$ cat src/rtl/pci_pkg.sv
// pci_pkg -- shared definitions for the PCI arbiter and the PCI device model.
//   state_t          : arbiter FSM states (IDLE, GRANT, BUSY, TURN)
//   NUM_MASTERS_DEF  : default number of requesting devices
//   GNT_TIMEOUT_DEF  : default grant hold time, in cycles, before revocation
//   idx_w()          : width of an index into n devices
package pci_pkg;

  localparam int NUM_MASTERS_DEF = 3;
  localparam int GNT_TIMEOUT_DEF = 16;

  typedef enum logic [1:0] {
    IDLE  = 2'd0,
    GRANT = 2'd1,
    BUSY  = 2'd2,
    TURN  = 2'd3
  } state_t;

  function automatic int idx_w(input int n);
    return (n > 1) ? $clog2(n) : 1;
  endfunction

endpackage

$ cat src/rtl/pci_arbiter_if.sv
// pci_arbiter_if -- request/grant and shared bus-status signals.
//   req_n    : per-device bus request, active-low      (device -> arbiter)
//   frame_n  : shared FRAME#, active-low               (device -> arbiter)
//   irdy_n   : shared IRDY#, active-low                (device -> arbiter)
//   gnt_n    : per-device grant, active-low            (arbiter -> device)
//   owner    : index of the most recently granted device
//   bus_busy : high while a transaction is in progress
// Modport master is the bus-master (device) side, slave is the arbiter side.
interface pci_arbiter_if
  import pci_pkg::*;
#(
  parameter int NUM_MASTERS = NUM_MASTERS_DEF
) ();

  logic [NUM_MASTERS-1:0]        req_n;
  logic                          frame_n;
  logic                          irdy_n;
  logic [NUM_MASTERS-1:0]        gnt_n;
  logic [idx_w(NUM_MASTERS)-1:0] owner;
  logic                          bus_busy;

  modport master (
    output req_n, frame_n, irdy_n,
    input  gnt_n, owner, bus_busy
  );

  modport slave (
    input  req_n, frame_n, irdy_n,
    output gnt_n, owner, bus_busy
  );

endinterface

$ cat src/rtl/pci_rr_pick.sv
// pci_rr_pick -- combinational round-robin picker.
//   req    : active-high request vector
//   last   : index of the previous winner; search starts at last+1
//   winner : first requesting index found, ascending with wrap-around
//   valid  : at least one request present
module pci_rr_pick
  import pci_pkg::*;
#(
  parameter int NUM_MASTERS = NUM_MASTERS_DEF,
  localparam int OW         = idx_w(NUM_MASTERS)
) (
  input  logic [NUM_MASTERS-1:0] req,
  input  logic [OW-1:0]          last,
  output logic [OW-1:0]          winner,
  output logic                   valid
);

  logic [OW-1:0] cand;

  // NOTE: every always_comb output gets a default before any conditional
  // assignment, so no path leaves a value held and no latch is inferred.
  always_comb begin
    winner = '0;
    valid  = 1'b0;
    cand   = '0;
    // Offset 1..NUM_MASTERS visits last+1 first and last itself at the end,
    // so the previous owner only wins again when nobody else is asking.
    for (int i = 1; i <= NUM_MASTERS; i++) begin
      cand = OW'((int'(last) + i) % NUM_MASTERS);
      if (!valid && req[cand]) begin
        valid  = 1'b1;
        winner = cand;
      end
    end
  end

endmodule

$ cat src/rtl/pci_arbiter.sv
// pci_arbiter -- round-robin PCI bus arbiter with grant timeout.
//   clk   : bus clock, all state on the rising edge
//   reset : synchronous, active-high
//   bus   : pci_arbiter_if.slave (req_n/frame_n/irdy_n in;
//           gnt_n/owner/bus_busy out, all registered)
// Grants one device per arbitration, revokes an unused grant after
// GNT_TIMEOUT cycles or when the owner withdraws, and always inserts a
// TURN + IDLE gap between the end of one transaction and the next grant.
module pci_arbiter
  import pci_pkg::*;
#(
  parameter int NUM_MASTERS = NUM_MASTERS_DEF,
  parameter int GNT_TIMEOUT = GNT_TIMEOUT_DEF
) (
  input  logic          clk,
  input  logic          reset,
  pci_arbiter_if.slave  bus
);

  localparam int OW = idx_w(NUM_MASTERS);
  localparam int CW = $clog2(GNT_TIMEOUT + 1);
  localparam logic [CW-1:0]          CNT_MAX  = CW'(GNT_TIMEOUT);
  localparam logic [NUM_MASTERS-1:0] ALL_OFF  = '1;
  localparam logic [NUM_MASTERS-1:0] ONE_HOT0 = NUM_MASTERS'(1);

  state_t                 state;
  logic [CW-1:0]          cnt;
  logic [OW-1:0]          owner_q;
  logic [NUM_MASTERS-1:0] gnt_q;
  logic                   busy_q;

  logic [NUM_MASTERS-1:0] req_act;
  logic [OW-1:0]          pick_idx;
  logic                   pick_valid;
  logic [CW-1:0]          cnt_next;
  logic                   timeout;

  assign req_act = ~bus.req_n;

  pci_rr_pick #(.NUM_MASTERS(NUM_MASTERS)) u_pick (
    .req    (req_act),
    .last   (owner_q),
    .winner (pick_idx),
    .valid  (pick_valid)
  );

  // Saturating grant-age counter; expiry is judged on the value this edge
  // would load, so the grant is low for exactly GNT_TIMEOUT cycles.
  assign cnt_next = (cnt == CNT_MAX) ? cnt : cnt + CW'(1);
  assign timeout  = (cnt_next == CNT_MAX);

  // NOTE: state registers use non-blocking assignments so every register
  // samples the pre-edge values regardless of statement order.
  always_ff @(posedge clk) begin
    if (reset) begin
      state   <= IDLE;
      gnt_q   <= ALL_OFF;
      owner_q <= OW'(NUM_MASTERS - 1);
      busy_q  <= 1'b0;
      cnt     <= '0;
    end else begin
      case (state)
        IDLE: begin
          if (pick_valid) begin
            gnt_q   <= ~(ONE_HOT0 << pick_idx);
            owner_q <= pick_idx;
            cnt     <= '0;
            state   <= GRANT;
          end
        end
        GRANT: begin
          cnt <= cnt_next;
          // A FRAME# start beats both withdrawal and timeout.
          if (!bus.frame_n) begin
            gnt_q  <= ALL_OFF;
            busy_q <= 1'b1;
            state  <= BUSY;
          end else if (bus.req_n[owner_q] || timeout) begin
            // owner_q is kept so the next search starts past this device.
            gnt_q <= ALL_OFF;
            state <= TURN;
          end
        end
        BUSY: begin
          if (bus.frame_n && bus.irdy_n) begin
            busy_q <= 1'b0;
            state  <= TURN;
          end
        end
        TURN: begin
          state <= IDLE;
        end
        default: begin
          gnt_q  <= ALL_OFF;
          busy_q <= 1'b0;
          state  <= IDLE;
        end
      endcase
    end
  end

  assign bus.gnt_n    = gnt_q;
  assign bus.owner    = owner_q;
  assign bus.bus_busy = busy_q;

endmodule

$ cat src/flat_wrapper.sv
// flat-port wrapper written by rule: the top's interface ports become plain ports
module pci_arbiter_flat import pci_pkg::*;
#(
  parameter int NUM_MASTERS = NUM_MASTERS_DEF,
  parameter int GNT_TIMEOUT = GNT_TIMEOUT_DEF
)
  (clk, reset, bus_req_n, bus_frame_n, bus_irdy_n, bus_gnt_n, bus_owner, bus_bus_busy);
  pci_arbiter_if #(.NUM_MASTERS(NUM_MASTERS)) bus_i ();
  input  logic clk;
  input  logic reset;
  input wire logic [$bits(bus_i.req_n)-1:0] bus_req_n;
  input wire logic [$bits(bus_i.frame_n)-1:0] bus_frame_n;
  input wire logic [$bits(bus_i.irdy_n)-1:0] bus_irdy_n;
  output wire logic [$bits(bus_i.gnt_n)-1:0] bus_gnt_n;
  output wire logic [$bits(bus_i.owner)-1:0] bus_owner;
  output wire logic [$bits(bus_i.bus_busy)-1:0] bus_bus_busy;
  assign bus_i.req_n = bus_req_n;
  assign bus_i.frame_n = bus_frame_n;
  assign bus_i.irdy_n = bus_irdy_n;
  assign bus_gnt_n = bus_i.gnt_n;
  assign bus_owner = bus_i.owner;
  assign bus_bus_busy = bus_i.bus_busy;
  pci_arbiter #(.NUM_MASTERS(NUM_MASTERS), .GNT_TIMEOUT(GNT_TIMEOUT)) u_core (.clk(clk), .reset(reset), .bus(bus_i));
endmodule
$ cat config.mk
export PLATFORM = sky130hd
export DESIGN_NAME = pci_arbiter_flat
export DESIGN_NICKNAME = d
export VERILOG_FILES = /design/src/rtl/pci_pkg.sv /design/src/rtl/pci_arbiter_if.sv /design/src/rtl/pci_rr_pick.sv /design/src/rtl/pci_arbiter.sv /design/src/flat_wrapper.sv
export SDC_FILE = /design/constraint.sdc
export NUM_CORES = 1
export LEC_CHECK = 0
export ABC_AREA = 1
export BUFFER_PORTS_ARGS = -buffer_cell sky130_fd_sc_hd__buf_2
export CAP_MARGIN = 10
export CORE_ASPECT_RATIO = 1.25
export CORE_MARGIN = 4
export CORE_UTILIZATION = 61
export DETAILED_ROUTE_END_ITERATION = 16
export HOLD_SLACK_MARGIN = 0.08
export PLACE_DENSITY = 0.81
export SLEW_MARGIN = 10
export SYNTH_ARGS = -nofsm -noshare
export SYNTH_HDL_FRONTEND = slang
export SYNTH_SLANG_ARGS = --single-unit
$ cat constraint.sdc
create_clock -name clk -period 4.5 [get_ports clk]
set_input_delay 0.675 -clock clk [delete_from_list [all_inputs] [get_ports clk]]
set_output_delay 0.675 -clock clk [all_outputs]
set_load 0.02 [all_outputs]
## After elaboration in Yosys (flattened, before gate mapping)

Cells that the tools add are included.

| word-level totals | value |
|---|---|
| flip-flop bits (word level) | 13 |
| logic and storage cells | 71 |

| cells by class | value |
|---|---|
| equality and inequality tests | 9 |
| reduce and logical (&&, ||, !) cells | 14 |
| $lt $le $gt $ge | 4 |
| add/sub/neg operators | 4 |
| multiplexer cells | 29 |
| shifts and indexed selects | 1 |
| bitwise logic cells | 2 |
| div/mod/pow operators | 3 |

Operator list:

| cell | count |
|---|---|
| remainder unit 32 x 3 -> 32 bit, second input constant | 3 |
| two-way mux 2 bit | 7 |
| less-than comparator 2 x 3 -> 1 bit, second input constant | 4 |
| equality test 5 bit, second input constant | 2 |
| two-way mux 5 bit | 2 |
| one-hot mux 5 bit (2 select lines) | 1 |
| two-way mux 1 bit | 9 |
| two-way mux 3 bit | 3 |
| AND reduction 3 bit | 3 |
| binary-select mux 1 bit (select 2 bit) | 4 |
| one-hot mux 2 bit (4 select lines) | 1 |
| adder 2 x 2 -> 3 bit, second input constant | 2 |
| NOT 3 bit | 2 |
| one-hot mux 3 bit (2 select lines) | 1 |
| adder 5 x 1 -> 5 bit, second input constant | 1 |
| equality test 2 bit, second input constant | 2 |
| != test 2 x 1 -> 1 bit, second input constant | 2 |
| AND reduction 2 bit | 2 |
| nonzero test 2 bit | 2 |
| adder 2 x 1 -> 3 bit, second input constant | 1 |
| logical AND 1 bit | 3 |
| != test 3 x 2 -> 1 bit, second input constant | 1 |
| << shifter 1 x 2 -> 3 bit, first input constant | 1 |
| equality test 2 x 1 -> 1 bit, second input constant | 1 |
| other kinds (5) | 6 |

## Depth between registers and ports, before layout

| depth | value |
|---|---|
| word-level depth | 15 |
| gate-level depth with buffers | 14 |
| depth with buffers taken out | 14 |

## Modules after synthesis

Synthesis repeated with hierarchy kept, for this count alone.

| second synthesis, totals | value |
|---|---|
| cell total of the unflattened synthesis | 161 |
| area, all modules | 1016.0 um^2 |

By module, submodules not included:

| module | area an instance (um^2) | seq. area each (um^2) | cells each | instances |
|---|---|---|---|---|
| pci_arbiter | 802.0 | 260.2 | 119 | 1 |
| pci_rr_pick | 214.0 | 0.0 | 42 | 1 |

## Worst setup path after synthesis

No wires, ideal clock.

| timing path | value |
|---|---|
| kind | reg-to-reg |
| from | reg u_core.owner_q[0] (netlist: u_core.bus.owner[0]) |
| to | reg u_core.gnt_q[0] (netlist: u_core.bus.gnt_n[0]) |
| path buffers | 0 |
| data arrival time | 1849 ps |
| library setup time | 117 ps |
| required time | 4383 ps |
| stages on the path, launching flop included | 11 |
| setup slack | 2534 ps |
| period minus slack after synthesis | 1966 ps |
| path through | dfxtp_1 > inv_1 > ha_1 > o21ai_1 > nand2_4 > nand3_4 > nand2_4 > nand2_4 > nand2_4 > a21oi_1 > nand2_1 |

| between the ends | value |
|---|---|
| word-level cells in the longest chain between the ends | 15 |

RTL lines:

| item | line | source |
|---|---|---|
| start, declared | pci_arbiter.sv:28 | `logic [OW-1:0] owner_q;` |
| start signal, assigned | pci_arbiter.sv:58 | `owner_q <= OW'(NUM_MASTERS - 1);` |
| start signal, assigned | pci_arbiter.sv:66 | `owner_q <= pick_idx;` |
| adder 2 x 1 -> 3 bit | pci_rr_pick.sv:29 | `cand = OW'((int'(last) + i) % NUM_MASTERS);` |
| remainder unit 32 x 3 -> 32 bit | pci_rr_pick.sv:29 |  |
| binary-select mux 1 bit (select 2 bit) | pci_rr_pick.sv:30 | `if (!valid && req[cand]) begin` |
| two-way mux 1 bit (implied by the code) | pci_rr_pick.sv:30 |  |
| two-way mux 1 bit | pci_rr_pick.sv:30 |  |
| logical NOT 1 bit | pci_rr_pick.sv:30 |  |
| logical AND 1 bit | pci_rr_pick.sv:30 |  |
| two-way mux 1 bit | pci_rr_pick.sv:30 |  |
| logical NOT 1 bit | pci_rr_pick.sv:30 |  |
| logical AND 1 bit | pci_rr_pick.sv:30 |  |
| two-way mux 2 bit | pci_rr_pick.sv:30 |  |
| << shifter 1 x 2 -> 3 bit | pci_arbiter.sv:65 | `gnt_q <= ~(ONE_HOT0 << pick_idx);` |
| NOT 3 bit | pci_arbiter.sv:65 |  |
| two-way mux 3 bit | pci_arbiter.sv:64 | `if (pick_valid) begin` |
| one-hot mux 3 bit (2 select lines) | pci_arbiter.sv:62 | `case (state)` |
| end signal, assigned | pci_arbiter.sv:65 |  |
| end, declared | pci_arbiter.sv:29 | `logic [NUM_MASTERS-1:0] gnt_q;` |

Parallel ways exist; a longest one is shown, timed or not. The select of a mux whose other input is x is not followed.
A chain may end at the register's enable or synchronous reset.

## Final worst setup path

Ends and elaborated chain as after synthesis.

==> impl_metrics.tcl <==
set metrics [dict create \
    cts.path.max_buffers 2 \
    area_delta_synth_final_pct 9.589 \
    synth_async_sr_flop_share_pct 0 \
    p_leak_nw 0.5863 \
    core-area_um2 1642 \
    cts_root_buf "clkbuf_4" \
    postCtsSetupRepairBufs 0 \
    r2r_slack_ns 2.51 \
    nets 201 \
    worst_clock_skew_ns 0.003614 \
    antenna_found_initial 0 \
    hold_depth 2 \
    drive_gt1_share_pct 16.30 \
    synth_top_family_by_area "simple AND/OR/NAND/NOR gates" \
    synth-simple-area-share_pct 44.86 \
    place.gp.congestion 0.8643 \
    synth_compound_area_share_pct 10.39 \
    clkSinkCount 13 \
    die_w_um 45.92 \
    start_util_pct 66.77 \
    cts_made_buffers 3 \
    required_ns 4.67 \
    yosysUniqueCellTypes 23 \
    p_per_area_nw_per_um2 670.5 \
    dp_hpwl_um 1850 \
    path_clk_slew_ns 0.08 \
    track_usage_pct 19.50 \
    hold_ws_ns 0.4633 \
    synth_nets 185 \
    reg2reg_from "u_core.bus.owner[0]" \
    cp.arrival_ns 2.16 \
    ys_warn_count 0 \
    grt_pass1_wl_um 3870 \
    rsz0062_at_grt "false" \
    antenna_cells 0 \
    start_kind "register" \
    drv_cap 0 \
    synth-main-ff-cell "dfxtp_1" \
    worst_pin_slew_ns 0.3306 \
    wire_per_inst_um 11.17 \
    post-place-ws_ns 2.530 \
    synthCells 169 \
    hold_viol_final 0 \
    io_buffers 12 \
    crit_fanout 8 \
    clock_latency_ns 0.27 \
    multi_input_area_um2 726.9 \
    cts_tree "built" \
    final_antenna_net_count 0 \
    crit_type "reg2reg" \
    drc_errors 0 \
    hold_start "u_core.bus.bus_busy" \
    irDropWorstVdd_mv 0.4127 \
    dieArea_um2 2543 \
    yosys_register_bits 13 \
    slew_headroom_pct 77.72 \
    syn_avg_cell_area_um2 6.486 \
    avgViaCountPerCell 5.386 \
    synth-edff-count 0 \
    die_y_um 55.39 \
    setup_tns_ns 0 \
    drv_slew 0 \
    netlist_area_um2 1096 \
    seq_area_um2 260.3 \
    synth_seq_area_share_pct 23.74 \
    first_iter_violations 20 \
    route.vias.total 1088 \
    drt-total-wl_um 2256 \
    r2r-end "u_core.bus.gnt_n[0]" \
    worst_slack_ns 2.510 \
    fin_crit_ns 1.990 \
    fmax_ghz 0.5025 \
    setup_viol 0 \
    hold_buffers 0 \
    rows 16 \
    status "finished, final reports clean" \
    overflow 0 \
    cts_resized 0 \
    htree_levels 1 \
    rr_worst_depth 10 \
    fill_cells 143 \
    dr.pass1.iters 4 \
    whs_endpoint "u_core.bus.bus_busy" \
    ios 13 \
    grt_start_max_net_pins 9 \
    synth_mux_area_share_pct 0 \
    post-route-period-util_pct 44.23 \
    worstSetupEndpointType "register" \
    hold_path.class "reg2reg" \
    synth_fa_ha_area_share_pct 10.27 \
    synth_xor_area_share_pct 0.7991 \
    grt_pass1_vias 1010 \
]
## registers in the layout (all words and copies together), names as in the netlist
signal,cells
u_core.bus.owner,2
u_core.bus.gnt_n,3
u_core.bus.bus_busy,1
u_core.cnt,5
u_core.state,2
## worst max path at each step
stage,startpoint,endpoint
4_1_cts,u_core.bus.owner[0],u_core.bus.gnt_n[0]
5_1_grt,u_core.bus.owner[0],u_core.bus.gnt_n[0]
6_report,u_core.bus.owner[0],u_core.bus.gnt_n[0]
3_5_place_dp,u_core.bus.owner[0],u_core.bus.gnt_n[0]
3_3_place_gp,u_core.bus.owner[0],u_core.bus.gnt_n[0]
2_1_floorplan,u_core.bus.owner[0],u_core.bus.gnt_n[0]
## cells by family (layout without fill, tap and decap cells)
family	after synthesis	after routing
AND/OR/NAND/NOR	96	96
adder cells (fa/ha/maj)	9	9
XOR/XNOR	1	1
AO/OA/AOI/OAI	21	21
buffers and inverters	29	44
flip-flops	13	13
## worst max-delay path: stages (launching register included)
cell and delay, ns:
dfxtp_1 0.45, inv_1 0.09, ha_1 0.39, o21ai_1 0.29, nand2_4 0.12, nand3_4 0.11
nand2_4 0.09, nand2_4 0.08, nand2_4 0.06, a21oi_1 0.13, nand2_1 0.05
## synthesized netlist by cell type, drive strengths merged, types with 3 or more instances
master  number  area, um2
nor2        14      65.06
nand4        3      18.77
o21ai        7      38.79
dfxtp       13      260.3
ha           9      112.6
a21oi       12      60.06
nor3         3      15.01
nand3       28      165.2
nand2       48      227.7
inv         27      101.4
## cell type report
| type | instances | area share, % |
|---|---|---|
| flip-flops and latches | 13 | 21.67 |
| well taps | 18 | 1.875 |
| repair buffers | 12 | 5.000 |
| inverters | 28 | 8.750 |
| multi-input cells | 127 | 60.52 |
| clock buffers | 4 | 2.188 |
## routing by layer
metal	GRT usage (%)	routed length (um)
met1	21.83	959
met2	32.09	1132
met3	4.221	72
met4	10.98	93
met5	0	0
## placed cells by master, fill, tap and decap left out
cell      instances
a211oi_1          1
a21oi_1          12
buf_2            12
clkbuf_1          1
clkbuf_4          3
clkinv_1          1
dfxtp_1          13
ha_1              9
inv_1            25
inv_2             2
nand2_1          41
nand2_2           1
nand2_4           6
nand3_1          26
nand3_4           2
nand4_1           3
nor2_1           11
nor2_2            2
nor2_4            1
nor3_1            3
o211ai_1          1
o21ai_0           4
o21ai_1           2
o21ai_2           1
xor2_1            1
## where the power goes
part           total (mW)  internal (mW)  switching, mW  leakage, nW
registers           0.177          0.149         0.0277        0.107
logic               0.556          0.192          0.363        0.464
clock network      0.0726         0.0343         0.0383       0.0150
## stage by stage
stage	cells	util [%]	cell area (um2)	power, mW
6_report	202	73.17	1201	0.8054
5_1_grt	202	73.17	1201	0.8961
4_1_cts	202	73.17	1201	0.8102
3_5_place_dp	198	71.57	1175	0.7357
3_3_place_gp	198	71.57	1175	0.7230
2_1_floorplan	169	-	1096	0.6333
Note: power is estimated with default switching activity, not from simulation.
